==> src/rtl/vram_arbiter_if.sv <==
// vram_arbiter_if: display, writer, memory and statistics signals of vram_arbiter
// slave modport: the arbiter side (takes requests and mem_rdata, drives grants, mem command, stats)
// master modport: the surrounding system side (timing generator, writers, memory)
interface vram_arbiter_if #(
  parameter int ADDR_W = 12,
  parameter int DATA_W = 4
);
  logic de;
  logic [ADDR_W-1:0] disp_addr;
  logic [DATA_W-1:0] disp_rdata;
  logic disp_rvalid;
  logic wr0_valid;
  logic [ADDR_W-1:0] wr0_addr;
  logic [DATA_W-1:0] wr0_data;
  logic wr0_ready;
  logic wr1_valid;
  logic [ADDR_W-1:0] wr1_addr;
  logic [DATA_W-1:0] wr1_data;
  logic wr1_ready;
  logic mem_en;
  logic mem_we;
  logic [ADDR_W-1:0] mem_addr;
  logic [DATA_W-1:0] mem_wdata;
  logic [DATA_W-1:0] mem_rdata;
  logic stat_clr;
  logic [15:0] stat_wr_cnt;
  modport slave (
    input de, disp_addr, wr0_valid, wr0_addr, wr0_data, wr1_valid, wr1_addr, wr1_data, mem_rdata, stat_clr,
    output disp_rdata, disp_rvalid, wr0_ready, wr1_ready, mem_en, mem_we, mem_addr, mem_wdata, stat_wr_cnt
  );
  modport master (
    output de, disp_addr, wr0_valid, wr0_addr, wr0_data, wr1_valid, wr1_addr, wr1_data, mem_rdata, stat_clr,
    input disp_rdata, disp_rvalid, wr0_ready, wr1_ready, mem_en, mem_we, mem_addr, mem_wdata, stat_wr_cnt
  );
endinterface

==> src/rtl/vram_arbiter.sv <==
// vram_arbiter: single-port VRAM arbiter, display reads first, two round-robin writers
// pix_clk/rst_pix: pixel clock and synchronous active-high reset
// bus (slave): de/disp_* display read, wr0_*/wr1_* writer handshakes, mem_* memory command, stat_* write counter
module vram_arbiter #(
  parameter int ADDR_W = 12,
  parameter int DATA_W = 4
) (
  input logic pix_clk,
  input logic rst_pix,
  vram_arbiter_if.slave bus
);
  logic last_grant, rvalid, gnt0, gnt1, fire;
  logic [15:0] cnt;
  logic [ADDR_W-1:0] waddr;
  logic [DATA_W-1:0] wdata;
  // last_grant=1 hands priority to writer 0 and vice versa
  always_comb begin
    gnt0 = !rst_pix && !bus.de && bus.wr0_valid && (!bus.wr1_valid || last_grant);
    gnt1 = !rst_pix && !bus.de && bus.wr1_valid && (!bus.wr0_valid || !last_grant);
    fire = gnt0 || gnt1;
    waddr = gnt1 ? bus.wr1_addr : bus.wr0_addr;
    wdata = gnt1 ? bus.wr1_data : bus.wr0_data;
  end
  assign bus.wr0_ready = gnt0;
  assign bus.wr1_ready = gnt1;
  assign bus.mem_en = !rst_pix && (bus.de || fire);
  assign bus.mem_we = fire;
  assign bus.mem_addr = bus.de ? bus.disp_addr : waddr;
  assign bus.mem_wdata = wdata;
  assign bus.disp_rvalid = rvalid;
  assign bus.disp_rdata = rvalid ? bus.mem_rdata : '0;
  assign bus.stat_wr_cnt = cnt;
  always_ff @(posedge pix_clk) begin
    if (rst_pix) begin
      last_grant <= 1'b1;
      rvalid <= 1'b0;
      cnt <= '0;
    end else begin
      rvalid <= bus.de;
      if (fire) last_grant <= gnt1;
      cnt <= bus.stat_clr ? '0 : (fire && cnt != 16'hFFFF) ? cnt + 16'd1 : cnt;
    end
  end
endmodule

==> src/flat_wrapper.sv <==
// flat-port wrapper written by rule: the top's interface ports become plain ports
module vram_arbiter_flat 
#(
  parameter int ADDR_W = 12,
  parameter int DATA_W = 4
)
  (pix_clk, rst_pix, bus_de, bus_disp_addr, bus_wr0_valid, bus_wr0_addr, bus_wr0_data, bus_wr1_valid, bus_wr1_addr, bus_wr1_data, bus_mem_rdata, bus_stat_clr, bus_disp_rdata, bus_disp_rvalid, bus_wr0_ready, bus_wr1_ready, bus_mem_en, bus_mem_we, bus_mem_addr, bus_mem_wdata, bus_stat_wr_cnt);
  vram_arbiter_if #(.ADDR_W(ADDR_W), .DATA_W(DATA_W)) bus_i ();
  input logic pix_clk;
  input logic rst_pix;
  input wire logic [$bits(bus_i.de)-1:0] bus_de;
  input wire logic [$bits(bus_i.disp_addr)-1:0] bus_disp_addr;
  input wire logic [$bits(bus_i.wr0_valid)-1:0] bus_wr0_valid;
  input wire logic [$bits(bus_i.wr0_addr)-1:0] bus_wr0_addr;
  input wire logic [$bits(bus_i.wr0_data)-1:0] bus_wr0_data;
  input wire logic [$bits(bus_i.wr1_valid)-1:0] bus_wr1_valid;
  input wire logic [$bits(bus_i.wr1_addr)-1:0] bus_wr1_addr;
  input wire logic [$bits(bus_i.wr1_data)-1:0] bus_wr1_data;
  input wire logic [$bits(bus_i.mem_rdata)-1:0] bus_mem_rdata;
  input wire logic [$bits(bus_i.stat_clr)-1:0] bus_stat_clr;
  output wire logic [$bits(bus_i.disp_rdata)-1:0] bus_disp_rdata;
  output wire logic [$bits(bus_i.disp_rvalid)-1:0] bus_disp_rvalid;
  output wire logic [$bits(bus_i.wr0_ready)-1:0] bus_wr0_ready;
  output wire logic [$bits(bus_i.wr1_ready)-1:0] bus_wr1_ready;
  output wire logic [$bits(bus_i.mem_en)-1:0] bus_mem_en;
  output wire logic [$bits(bus_i.mem_we)-1:0] bus_mem_we;
  output wire logic [$bits(bus_i.mem_addr)-1:0] bus_mem_addr;
  output wire logic [$bits(bus_i.mem_wdata)-1:0] bus_mem_wdata;
  output wire logic [$bits(bus_i.stat_wr_cnt)-1:0] bus_stat_wr_cnt;
  assign bus_i.de = bus_de;
  assign bus_i.disp_addr = bus_disp_addr;
  assign bus_i.wr0_valid = bus_wr0_valid;
  assign bus_i.wr0_addr = bus_wr0_addr;
  assign bus_i.wr0_data = bus_wr0_data;
  assign bus_i.wr1_valid = bus_wr1_valid;
  assign bus_i.wr1_addr = bus_wr1_addr;
  assign bus_i.wr1_data = bus_wr1_data;
  assign bus_i.mem_rdata = bus_mem_rdata;
  assign bus_i.stat_clr = bus_stat_clr;
  assign bus_disp_rdata = bus_i.disp_rdata;
  assign bus_disp_rvalid = bus_i.disp_rvalid;
  assign bus_wr0_ready = bus_i.wr0_ready;
  assign bus_wr1_ready = bus_i.wr1_ready;
  assign bus_mem_en = bus_i.mem_en;
  assign bus_mem_we = bus_i.mem_we;
  assign bus_mem_addr = bus_i.mem_addr;
  assign bus_mem_wdata = bus_i.mem_wdata;
  assign bus_stat_wr_cnt = bus_i.stat_wr_cnt;
  vram_arbiter #(.ADDR_W(ADDR_W), .DATA_W(DATA_W)) u_core (.pix_clk(pix_clk), .rst_pix(rst_pix), .bus(bus_i));
endmodule
==> config.mk <==
export PLATFORM = sky130hd
export DESIGN_NAME = vram_arbiter_flat
export DESIGN_NICKNAME = d
export VERILOG_FILES = /design/src/rtl/vram_arbiter_if.sv /design/src/rtl/vram_arbiter.sv /design/src/flat_wrapper.sv
export SDC_FILE = /design/constraint.sdc
export NUM_CORES = 1
export LEC_CHECK = 0
export BUFFER_PORTS_ARGS = -buffer_cell sky130_fd_sc_hd__buf_2
export CAP_MARGIN = 10
export CORE_MARGIN = 2
export CORE_UTILIZATION = 43
export CTS_BUF_LIST = sky130_fd_sc_hd__clkbuf_4 sky130_fd_sc_hd__clkbuf_8 sky130_fd_sc_hd__clkbuf_16
export CTS_CLUSTER_SIZE = 8
export DETAILED_ROUTE_END_ITERATION = 10
export PLACE_DENSITY = 0.85
export SETUP_SLACK_MARGIN = 0.1
export SYNTH_ARGS = -nofsm -noshare
export SYNTH_HDL_FRONTEND = slang
export SYNTH_SLANG_ARGS = --single-unit
export TNS_END_PERCENT = 50
==> constraint.sdc <==
create_clock -name pix_clk -period 4.1 [get_ports pix_clk]
set_clock_uncertainty 0.05 [all_clocks]
set_input_delay 0.205 -clock pix_clk [delete_from_list [all_inputs] [get_ports pix_clk]]
set_output_delay 0.205 -clock pix_clk [all_outputs]
set_load 0.05 [all_outputs]
* Word-level counts from Yosys, hierarchy flattened
Cells that the tools add are included.
** Storage, ports and cells
- Register bits :: 18
- Input port bits :: 54
- Output and inout port bits :: 41
- Logic and storage cells :: 26
** Cells by class
- Add/sub/neg operators :: 1
- Eq/ne operators :: 1
- Mux-type cells :: 4
- Reductions and logical operators :: 17
** Operators by type and width (number)
- $mux W12 :: 2
- $add A16 B1 Y16 const B :: 1
- $ne A16 B16 Y1 const B :: 1
- $mux W4 :: 2
- $logic_and A1 B1 Y1 :: 7
- $logic_not A1 Y1 :: 5
- $logic_or A1 B1 Y1 :: 4
- $reduce_or A2 Y1 :: 1

* Logic depth before layout (Yosys ltp)
- Depth in word-level cells :: 7
- Gate-level depth with buffers :: 7
- Depth with buffers taken out :: 5

* Worst setup path after synthesis
Ideal clock, no wire load.
- Path kind :: input -> output
- Start point :: in rst_pix
- End point :: out bus_mem_addr[10]
- Arrival :: 2.155 ns
- Required time :: 3.845 ns
- Path slack :: 1.690 ns
- Cell stages on the path :: 7
- Buffers on the path :: 3
- Cells stage by stage :: clkbuf_1 -> nor2_1 -> and3_1 -> clkbuf_1 -> clkbuf_1 -> a22oi_1 -> nand2_1
** On the way
- Word-level cells in the longest chain between the ends :: 6
** RTL lines
- from (decl) :: RTL line flat_wrapper.sv:10 : input logic rst_pix;
- $logic_not A1 Y1 :: RTL line vram_arbiter.sv:19 : gnt1 = !rst_pix && !bus.de && bus.wr1_valid && (!bus.wr0_valid || !last_grant);
- $logic_and A1 B1 Y1 (3 in a row) :: RTL line vram_arbiter.sv:19
- via bus_wr1_ready :: RTL line flat_wrapper.sv:24 : output wire logic [$bits(bus_i.wr1_ready)-1:0] bus_wr1_ready;
- $mux W12 :: RTL line vram_arbiter.sv:21 : waddr = gnt1 ? bus.wr1_addr : bus.wr0_addr;
- $mux W12 :: RTL line vram_arbiter.sv:28 : assign bus.mem_addr = bus.de ? bus.disp_addr : waddr;
- to (decl) :: RTL line flat_wrapper.sv:27 : output wire logic [$bits(bus_i.mem_addr)-1:0] bus_mem_addr;
The timed path passes the listed nets, and every way through them passes these cells.

* Worst setup path in the final report
- Start point :: reg u_core.last_grant
- End point :: out bus_mem_addr[0]
** On the way
- Word-level cells in the longest chain between the ends :: 5
** RTL lines
- from (decl) :: RTL line vram_arbiter.sv:12 : logic last_grant, rvalid, gnt0, gnt1, fire;
- from (signal assigned) :: RTL line vram_arbiter.sv:40 : if (fire) last_grant <= gnt1;
- $logic_not A1 Y1 :: RTL line vram_arbiter.sv:19
- $logic_or A1 B1 Y1 :: RTL line vram_arbiter.sv:19
- $logic_and A1 B1 Y1 :: RTL line vram_arbiter.sv:19
- $mux W12 :: RTL line vram_arbiter.sv:21
- $mux W12 :: RTL line vram_arbiter.sv:28
No other way between the ends.

==> flow_summary.yaml <==
status:
  status: "finished, final reports clean"
sta:
  timing.hold.ws_ps: 133
  slew_headroom_pct: 24.6
  fmax_mhz: 427
  drv_slew: 0
  rsz0062_at_grt: "no"
  setup_violations: 0
  tightestPinTransition_ps: 1120
  setup-tns-final_ps: 0
  final.setup.worst_slack_ps: 1760
  timing.final.crit_share_pct: 57.1
  finalHoldViolCount: 0
  fin_crit_ps: 2340
run:
  drv_cap: 0
clocking:
  cts_max_level: 1
  root_buffer: "clkbuf_4"
  clkSlewWorstSetupHoldPaths_ps: 110
  cts_buffers: 3
  cts.sinks: 18
  cts_resized: 0
  cts_tree: "done"
  clkLatencyLatePin_ps: 290
  cts_setup_buffers: 0
  cts_buffer_depth: 2
  cts_hold_buf: 0
floorplan:
  die_x_um: 58.6
  core_sq_um: 2810
  row_count: 19
  die_h_um: 58.6
  initial_core_util_pct: 45.8
  pin_count: 95
  die-area_sq_um: 3440
synthesis:
  yosysTopAreaCell: "dfxtp_1"
  synth_cells: 175
  ys_seq_elements: 18
  synth.most_common_cell: "nand2_1"
  synth_top_flop_cell: "dfxtp_1"
  synth.avg_cell_area_sq_um: 7.34
  yosysWarnings: 0
  synth_fp_nets: 230
  synth_common_cells: "nand2_1, dfxtp_1, a22oi_1"
  yosysTopAreaCellShare_pct: 28.1
  ys_types: 33
  netlist_area_sq_um: 1280
  async_reset_ff_share_pct: 0
  seq_area_frac_synth_pct: 28.1
  synth_edf_count: 0
  synth.area.top_cells: "dfxtp_1, nand2_1, a22oi_1"
place:
  placed_area_sq_um: 1750
  io_buffers: 94
  dpl_worst_slack_ps: 1820
  dpl.hpwl_um: 3190
  gp_congestion: 0.826
  placed_cells: 292
pwr:
  powerDensity_nw_per_um2: 243
  peakVddDrop_mv: 0.128
  p_total_mw: 0.435
  p_leak_nw: 0.868
grt:
  grt_usage_pct: 22.7
  grt_pass1_wl_um: 6170
  grt_pass1_vias: 1437
  grt_max_degree: 18
  antenna_found_initial: 0
  grt_overflow: 0
cells_and_area:
  final_util_pct: 63.8
  final_nets: 321
  post-route-cell-area_sq_um: 1790
  syn2layout_area_growth_pct: 39.5
  instances_no_fill: 296
  antennaDiodeCount: 0
  drive_above_1_share_pct: 40.8
worst_setup_path:
  critPathMaxFanout: 12
  critPathKind: "reg -> out"
  cp.arrival_ps: 2090
  start_kind: "register"
  required_ps: 3850
  crit_path_end_kind: "primary output"
  ff2ff_setup_slack_ps: 1770
hold_path:
  hp-class: "in -> reg"
drt:
  vias_per_cell: 5.67
  route.detailed.wl_per_inst_um: 13.5
  drtPass1Iterations: 4
  routed-via-count: 1678
  ant_nets: 0
  drt-total-wl_um: 3990
  detail_route.iter0.violations: 76
  drcViolationCount: 0
## cell usage in the layout, fill, tap and decap left out, types with 2 or more instances in the layout
cell	count
a21oi_1	10
a22oi_1	12
a31oi_1	2
and2_1	4
and3_1	5
and4_1	2
buf_2	94
clkbuf_4	3
dfxtp_1	18
inv_1	5
mux2_2	4
mux2i_1	4
nand2_1	37
nand3_1	5
nand4_1	10
nor2_1	8
nor4_1	4
o21ai_0	6
o31ai_1	5
or2_2	2
or3_1	8
or4_1	6
## flip-flops by register name (all words and copies together) (netlist names)
name / flops
u_core.bus.disp_rvalid: 1
u_core.bus.stat_wr_cnt: 16
u_core.last_grant: 1
## logic make-up (layout without fill, tap and decap cells)
| family | Yosys count | in the layout | synth area share (%) |
|---|---|---|---|
| compound gates | 39 | 39 | 20.6 |
| buf+inv | 13 | 103 | 4.48 |
| flops | 18 | 18 | 28.1 |
| mux | 8 | 8 | 6.63 |
| fa+ha+maj | 1 | 1 | 0.975 |
| simple gates | 96 | 96 | 39.3 |
## where the power goes
part,total (mW),internal (mW),switching (mW)
logic,0.146,0.0448,0.101
clock network,0.111,0.0541,0.0573
registers,0.178,0.176,0.00147
total,0.435,0.275,0.160
## worst paths after layout
check / start / endpoint / cells past startpoint
max: u_core.last_grant / bus_mem_addr[0] / 5
min reg2reg: u_core.bus.stat_wr_cnt[11] / u_core.bus.stat_wr_cnt[11] / 2
min: rst_pix / u_core.bus.disp_rvalid / 2
max reg2reg: u_core.bus.stat_wr_cnt[0] / u_core.bus.stat_wr_cnt[2] / 5
## worst max-delay path, cell delays in order, from the launching register on
cell,delay [ps]
dfxtp_1,390
nand2_1,80
a31oi_1,830
nand2_1,130
nand2_1,110
buf_2,260
## per-layer routing
metal  global-route usage, %  part of all wire [%]
met1                    27.1                    39
met2                    42.1                    53
met3                    3.08                   6.4
met4                    6.82                  0.80
met5                       0                     0
## layout make-up
class                           instances  area (sq um)
Timing Repair Buffer                   94           470
Clock buffer                            4          36.3
Tap cell                               31          38.8
Sequential cell                        18           360
Inverter                                5          18.8
Fill cell                             271          1010
Multi-Input combinational cell        144           866
(Power assumes the default switching activity.)
